## src/rtl/ahb_bram_ctrl.sv

```systemverilog
// ahb_bram_ctrl
// AHB-Lite slave that runs a dual-port block RAM as zero-wait-state memory.
// Port A is the write port. Port B is the read port, and the RAM registers its address.
//
// Optional feature: define AHB_BRAM_CTRL_ALIGN_CHECK_EN to reject oversize and
// misaligned transfers with a two-cycle ERROR response. When it is not defined,
// HRESP is tied to 0 and the error states cannot be reached.
//
// Ports:
//   HCLK, HRESETn           clock (also clocks the RAM), async active-low reset
//   HSEL, HADDR, HTRANS,    AHB address phase
//   HSIZE, HWRITE, HREADY
//   HWDATA                  AHB write data (data phase)
//   HREADYOUT, HRESP        slave ready / response
//   HRDATA                  read data (data phase)
//   BRAM_ADDRA/WEA/DINA     RAM write port
//   BRAM_ADDRB, BRAM_DOUTB  RAM read port (DOUTB valid one cycle after ADDRB)
//   dbg_state               current FSM state, for observation only
module ahb_bram_ctrl #(
  parameter int ADDR_WIDTH = 14
) (
  input  logic                  HCLK,
  input  logic                  HRESETn,
  input  logic                  HSEL,
  input  logic [31:0]           HADDR,
  input  logic [1:0]            HTRANS,
  input  logic [2:0]            HSIZE,
  input  logic                  HWRITE,
  input  logic [31:0]           HWDATA,
  input  logic                  HREADY,
  output logic                  HREADYOUT,
  output logic                  HRESP,
  output logic [31:0]           HRDATA,
  output logic [ADDR_WIDTH-1:0] BRAM_ADDRA,
  output logic [3:0]            BRAM_WEA,
  output logic [31:0]           BRAM_DINA,
  output logic [ADDR_WIDTH-1:0] BRAM_ADDRB,
  input  logic [31:0]           BRAM_DOUTB,
  output logic [2:0]            dbg_state
);

  typedef enum logic [2:0] {
    S_IDLE = 3'd0,
    S_WR   = 3'd1,
    S_RD   = 3'd2,
    S_ERR1 = 3'd3,
    S_ERR2 = 3'd4
  } state_t;

  state_t                  state, state_n;
  logic                    accept;
  logic                    illegal;
  logic [3:0]              mask;
  logic [ADDR_WIDTH-1:0]   word_addr;
  logic [ADDR_WIDTH-1:0]   addr_q;
  logic [3:0]              mask_q;
  logic                    fwd_valid;
  logic [ADDR_WIDTH-1:0]   fwd_addr;
  logic [3:0]              fwd_mask;
  logic [31:0]             fwd_data;
  logic                    fwd_hit;
  logic                    unused_bits;

  // Handshake: an address phase is taken only when the bus says it is ready
  // (HREADY=1), this slave is selected, and HTRANS is NONSEQ or SEQ.
  // The data phase completes in the next cycle on any edge where HREADYOUT=1.
  assign accept    = HSEL & HREADY & HTRANS[1];
  assign word_addr = HADDR[ADDR_WIDTH+1:2];

  // Upper address bits alias; HTRANS[0] only distinguishes SEQ from NONSEQ.
  assign unused_bits = ^{HADDR[31:ADDR_WIDTH+2], HTRANS[0]};

  always_comb begin
    mask = 4'b1111;
    case (HSIZE)
      3'd0:    mask = 4'b0001 << HADDR[1:0];
      3'd1:    mask = HADDR[1] ? 4'b1100 : 4'b0011;
      default: mask = 4'b1111;
    endcase
  end

`ifdef AHB_BRAM_CTRL_ALIGN_CHECK_EN
  assign illegal = (HSIZE > 3'd2) ||
                   ((HSIZE == 3'd1) && HADDR[0]) ||
                   ((HSIZE == 3'd2) && (HADDR[1:0] != 2'b00));
`else
  assign illegal = 1'b0;
`endif

  // State register
  always_ff @(posedge HCLK or negedge HRESETn) begin
    if (!HRESETn) state <= S_IDLE;
    else          state <= state_n;
  end

  // Next state: ERR1 always moves on to ERR2. Every other state, ERR2
  // included, can start a new data phase.
  always_comb begin
    state_n = S_IDLE;
    if (state == S_ERR1) begin
      state_n = S_ERR2;
    end else if (accept) begin
      if (illegal)     state_n = S_ERR1;
      else if (HWRITE) state_n = S_WR;
      else             state_n = S_RD;
    end
  end

  // The address-phase word and lane mask feed the next data phase.
  always_ff @(posedge HCLK or negedge HRESETn) begin
    if (!HRESETn) begin
      addr_q <= '0;
      mask_q <= '0;
    end else if (accept && !illegal) begin
      addr_q <= word_addr;
      mask_q <= mask;
    end
  end

  // One-entry store buffer. It catches the write that immediately precedes a
  // read. At the edge that commits that write, the RAM samples the read address
  // too, so a read-first RAM would return stale data.
  always_ff @(posedge HCLK or negedge HRESETn) begin
    if (!HRESETn) begin
      fwd_valid <= 1'b0;
      fwd_addr  <= '0;
      fwd_mask  <= '0;
      fwd_data  <= '0;
    end else if ((state == S_WR) && (state_n == S_RD)) begin
      fwd_valid <= 1'b1;
      fwd_addr  <= addr_q;
      fwd_mask  <= mask_q;
      fwd_data  <= HWDATA;
    end else if (state != S_RD) begin
      fwd_valid <= 1'b0;
    end
  end

  assign fwd_hit = fwd_valid && (fwd_addr == addr_q);

  always_comb begin
    HRDATA = 32'h0;
    if (state == S_RD) begin
      for (int b = 0; b < 4; b++) begin
        HRDATA[8*b +: 8] = (fwd_hit && fwd_mask[b]) ? fwd_data[8*b +: 8]
                                                     : BRAM_DOUTB[8*b +: 8];
      end
    end
  end

  assign BRAM_ADDRA = addr_q;
  assign BRAM_DINA  = HWDATA;
  assign BRAM_WEA   = (state == S_WR) ? mask_q : 4'b0000;
  assign BRAM_ADDRB = word_addr;

  assign HREADYOUT = (state != S_ERR1);
`ifdef AHB_BRAM_CTRL_ALIGN_CHECK_EN
  assign HRESP = (state == S_ERR1) || (state == S_ERR2);
`else
  assign HRESP = 1'b0;
`endif

  assign dbg_state = state;

endmodule
```

## config.mk

```make
export PLATFORM = sky130hd
export DESIGN_NAME = ahb_bram_ctrl
export DESIGN_NICKNAME = d
export VERILOG_FILES = /design/src/rtl/ahb_bram_ctrl.sv
export SDC_FILE = /design/constraint.sdc
export NUM_CORES = 1
export LEC_CHECK = 0
export BUFFER_PORTS_ARGS = -buffer_cell sky130_fd_sc_hd__buf_4
export CAP_MARGIN = 5
export CORE_ASPECT_RATIO = 1.4
export CORE_MARGIN = 2
export CORE_UTILIZATION = 46
export CTS_BUF_LIST = sky130_fd_sc_hd__clkbuf_16
export DETAILED_ROUTE_END_ITERATION = 12
export GPL_TIMING_DRIVEN = 0
export HOLD_SLACK_MARGIN = 0.02
export PLACE_DENSITY = 0.84
export SYNTH_ARGS = -nofsm -noshare
export SYNTH_HDL_FRONTEND = slang
export SYNTH_SLANG_ARGS = --single-unit
```

## constraint.sdc

```tcl
create_clock -name HCLK -period 2.2 [get_ports HCLK]
set_clock_uncertainty 0.15 [all_clocks]
set_input_delay 0.22 -clock HCLK [delete_from_list [all_inputs] [get_ports HCLK]]
set_output_delay 0.22 -clock HCLK [all_outputs]
set_load 0.005 [all_outputs]
```

==> summary.md <==
| Metric | Value |
|---|---|
| Hold violation count in the final report | 0 |
| Type of the worst setup path | flip-flop to primary output |
| Commonest non-fill, non-tap cells in the layout | 254 x buf_4, 70 x dfrtp_1, 48 x mux2_2, 48 x dlygate4sd3_1, 40 x nand2_1 |
| WL/cell | 17.6 um |
| Insertion delay to the later sink of the worst-skew pair | 330 ps |
| Final Critical Period | 2730 ps |
| Total placed cells including tap cells | 681 |
| Total internal power | 3.08 mW |
| First-pass DRT Iterations | 7 |
| H-tree level count | 3 |
| Final number of setup-violating endpoints | 32 |
| Setup total negative slack | -13290 ps |
| Detailed-route DRC error count | 0 |
| Top-level I/O count | 207 |
| Actual transition at the worst max-transition pin | 906 ps |
| Psw | 1.03 mW |
| Final Slew Violations | 0 |
| Proportion of power drawn by flip-flops and latches | 37.7% |
| Clk network pwr share | 40.8% |
| Post-layout nets | 764 |
| Buffers from clock root to sink, at most | 2 |
| Ant. Diodes | 0 |
| Number of clock buffers inserted by TritonCTS | 9 |
| Cell area power density | 617 mW/mm^2 |
| Mean cell area of the mapped netlist | 10.0 um^2 |
| Sinks on the clock net | 72 |
| Antenna violation net count after detailed routing | 0 |
| Post-Syn Area | 0.00393 mm^2 |
| RSZ-0062 raised after global routing | yes |
| Floorplan die height | 113 um |
| Floorplan Core Area | 0.00825 mm^2 |
| Clock edge transition at the registers on the reported setup and hold paths | 60 ps |
| Total power after layout | 4.11 mW |
| Number of standard cells in the final layout excluding fillers | 765 |
| Final worst-path setup slack | -535 ps |
| Global-route wire length before repair | 19700 um |
| Critical path peak fanout | 10 |
| Clock tree from TritonCTS | built |
| Status | finished with violations |
| Die area | 0.00930 mm^2 |
| Gpl congestion | 0.859 |
| Sequential area share after synthesis | 45.9% |
| Vias | 4061 |
| Critical path data arrival time | 2360 ps |
| Port Buffers | 188 |
| Violated checks | negative setup slack |
| Kind of path behind the tightest hold check | primary input to flip-flop |
| Max-cap violation count | 0 |
| Fmax achieved | 366 MHz |
| Pin count of the biggest net entering global routing | 73 |
| Worst EP required | 1830 ps |
| Maximum vdd ir drop | 576 uV |
| Final wirelength | 13400 um |
| All-Layer GR Usage | 27.7% |
| Total overflow reported by the global router | 0 |
| Hpwl dp | 8570 um |
| Number of synthesized register bits | 72 |
| Worst setup SP type | flip-flop |
| Worst-case headroom to the max-slew limit | 39.6% |
| Synthesized net count | 497 |
| Vias in the first global route | 4095 |
| Final Core Density | 80.7% |
| Layout filler cell count | 493 |
| Relative contribution of combinational cells to total power | 21.6% |
| Post-Place Setup Slack | -310 ps |
| Number of distinct library cells after synthesis | 36 |
| Site Rows | 39 |
| Post-synthesis cell count | 391 |
| CP Capture Type | primary output |
| Fraction of final layout cells sized beyond drive strength 1 | 54.0% |
| Most frequent standard cell in the layout excluding fill and tap cells | buf_4 |
| Final worst path period share | 124% |
| Cell leakage power | 3.32 nW |
| Antenna violations before repair | 0 |
| Number of DRC markers in iteration 0 | 205 |
| Vias per Instance | 5.31 |
| Proportion of total power due to net switching | 25.0% |
| Horizontal die dimension | 82.1 um |
| Signed area change from the synthesized netlist to the final layout | 69.6% |
| Yosys warning total | 0 |
| Starting density of the core | 47.6% |
| Root cell of the clock tree | clkbuf_16 |
[layout make-up]
class                   instances  area [um^2]  area share (%)
repair buffers                256         2100            31.6
inverters                       7         26.3           0.395
plain buffers                  74          581            8.72
flip-flops and latches         72         1800            27.1
clock buffers                   9          225            3.38
multi-input cells             238         1670            25.1
clock inverters                 7          119            1.79
well taps                     102          128            1.92
[synthesized netlist by cell type]
library cell | number | share of area [%]
buf_2 | 7 | 0.89
mux2_2 | 48 | 14
nor4_2 | 1 | 0.32
o21ai_1 | 5 | 0.64
nor2_1 | 3 | 0.29
xor2_1 | 4 | 0.89
a21oi_1 | 35 | 4.5
buf_6 | 1 | 0.29
conb_1 | 1 | 0.096
and3_1 | 3 | 0.48
o211ai_1 | 1 | 0.19
dfrtp_1 | 72 | 46
xnor2_1 | 5 | 1.1
nand3_1 | 1 | 0.13
o22ai_1 | 2 | 0.32
nor2b_1 | 1 | 0.16
or3b_1 | 1 | 0.22
o21bai_1 | 1 | 0.19
a221oi_2 | 1 | 0.38
buf_1 | 1 | 0.096
nor3b_1 | 1 | 0.19
a222oi_1 | 1 | 0.25
clkbuf_2 | 1 | 0.13
nand3b_1 | 2 | 0.38
and2_1 | 4 | 0.64
buf_4 | 51 | 9.8
nand2_1 | 40 | 3.8
clkbuf_1 | 10 | 0.96
nand4_1 | 37 | 5.9
inv_1 | 7 | 0.67
or4_4 | 1 | 0.29
nor3_1 | 3 | 0.38
o21ai_0 | 34 | 4.3
buf_8 | 3 | 1.1
o21a_1 | 1 | 0.19
nand2b_1 | 1 | 0.16
[metal layers]
metal,wire length (um),share of wire [%],GRT usage [%]
met1,4860,36,30.1
met2,7520,56,51.3
met3,683,5.1,4.07
met4,372,2.8,12.3
met5,0,0,0
[cells by family after synthesis]
group	count (synthesis)	synth area share (%)
AO/OA/AOI/OAI	81	11.0
XOR/XNOR	9	2.01
buffers and inverters	81	13.9
flip-flops	72	45.9
multiplexers	48	13.8
other	1	0.0955
AND/OR/NAND/NOR	99	13.4
[state kept, by name, indices dropped and copies added (netlist names)]
name and count:
fwd_data 32, BRAM_ADDRA 14, fwd_addr 14, fwd_mask 4, mask_q 4, dbg_state 3
fwd_valid 1
[power by group through the flow]
stage                     Sequential [mW]  Clock, mW  Combinational [mW]
after floorplan                      1.55          0               0.340
after global placement               1.56          0               0.695
after detailed placement             1.57          0               0.717
after CTS                            1.54       1.69               0.850
after global routing                 1.57       1.75               0.958
final                                1.55       1.68               0.886
[critical path, stage by stage (launching register included)]
cell and delay, ps:
dfrtp_1 420, xnor2_2 170, nand4_1 160, or4_4 580, buf_8 180, o21ai_0 240
a21oi_1 120, buf_4 160
[repair_timing]
item,CTS,global route
hold buffers,48,0
pin swaps,7,18
endpoints found under the hold margin,120,0
gates resized for setup,31,34
gates cloned,0,3
setup endpoints to repair,32,79
buffers inserted,11,6
[through the flow]
| stage | hold slack, ps | instance area (um^2) |
|---|---|---|
| 3_3_place_gp | 233 | 5470 |
| 3_5_place_dp | 246 | 5470 |
| 2_1_floorplan | -226 | 3930 |
| 6_report | 48.2 | 6660 |
| 5_1_grt | 57.6 | 6660 |
| 4_1_cts | 43.6 | 6430 |
[final timing paths]
path | startpoint | endpoint | slack [ps] | depth (start not counted)
max in group asynchronous | HRESETn | BRAM_ADDRA[6]$_DFFE_PN0N_ | 850 | 2
max | fwd_addr[13]$_DFFE_PN0P_ | HRDATA[30] | -530 | 7
min reg2reg | fwd_data[3]$_DFFE_PN0P_ | fwd_data[3]$_DFFE_PN0P_ | 360 | 1
min | HADDR[1] | mask_q[2]$_DFFE_PN0N_ | 50 | 3
min in group asynchronous | HRESETn | fwd_data[26]$_DFFE_PN0P_ | 400 | 2
max reg2reg | dbg_state[2]$_DFF_PN0_ | fwd_data[30]$_DFFE_PN0P_ | 130 | 5
Note: power is estimated with default switching activity, not from simulation.
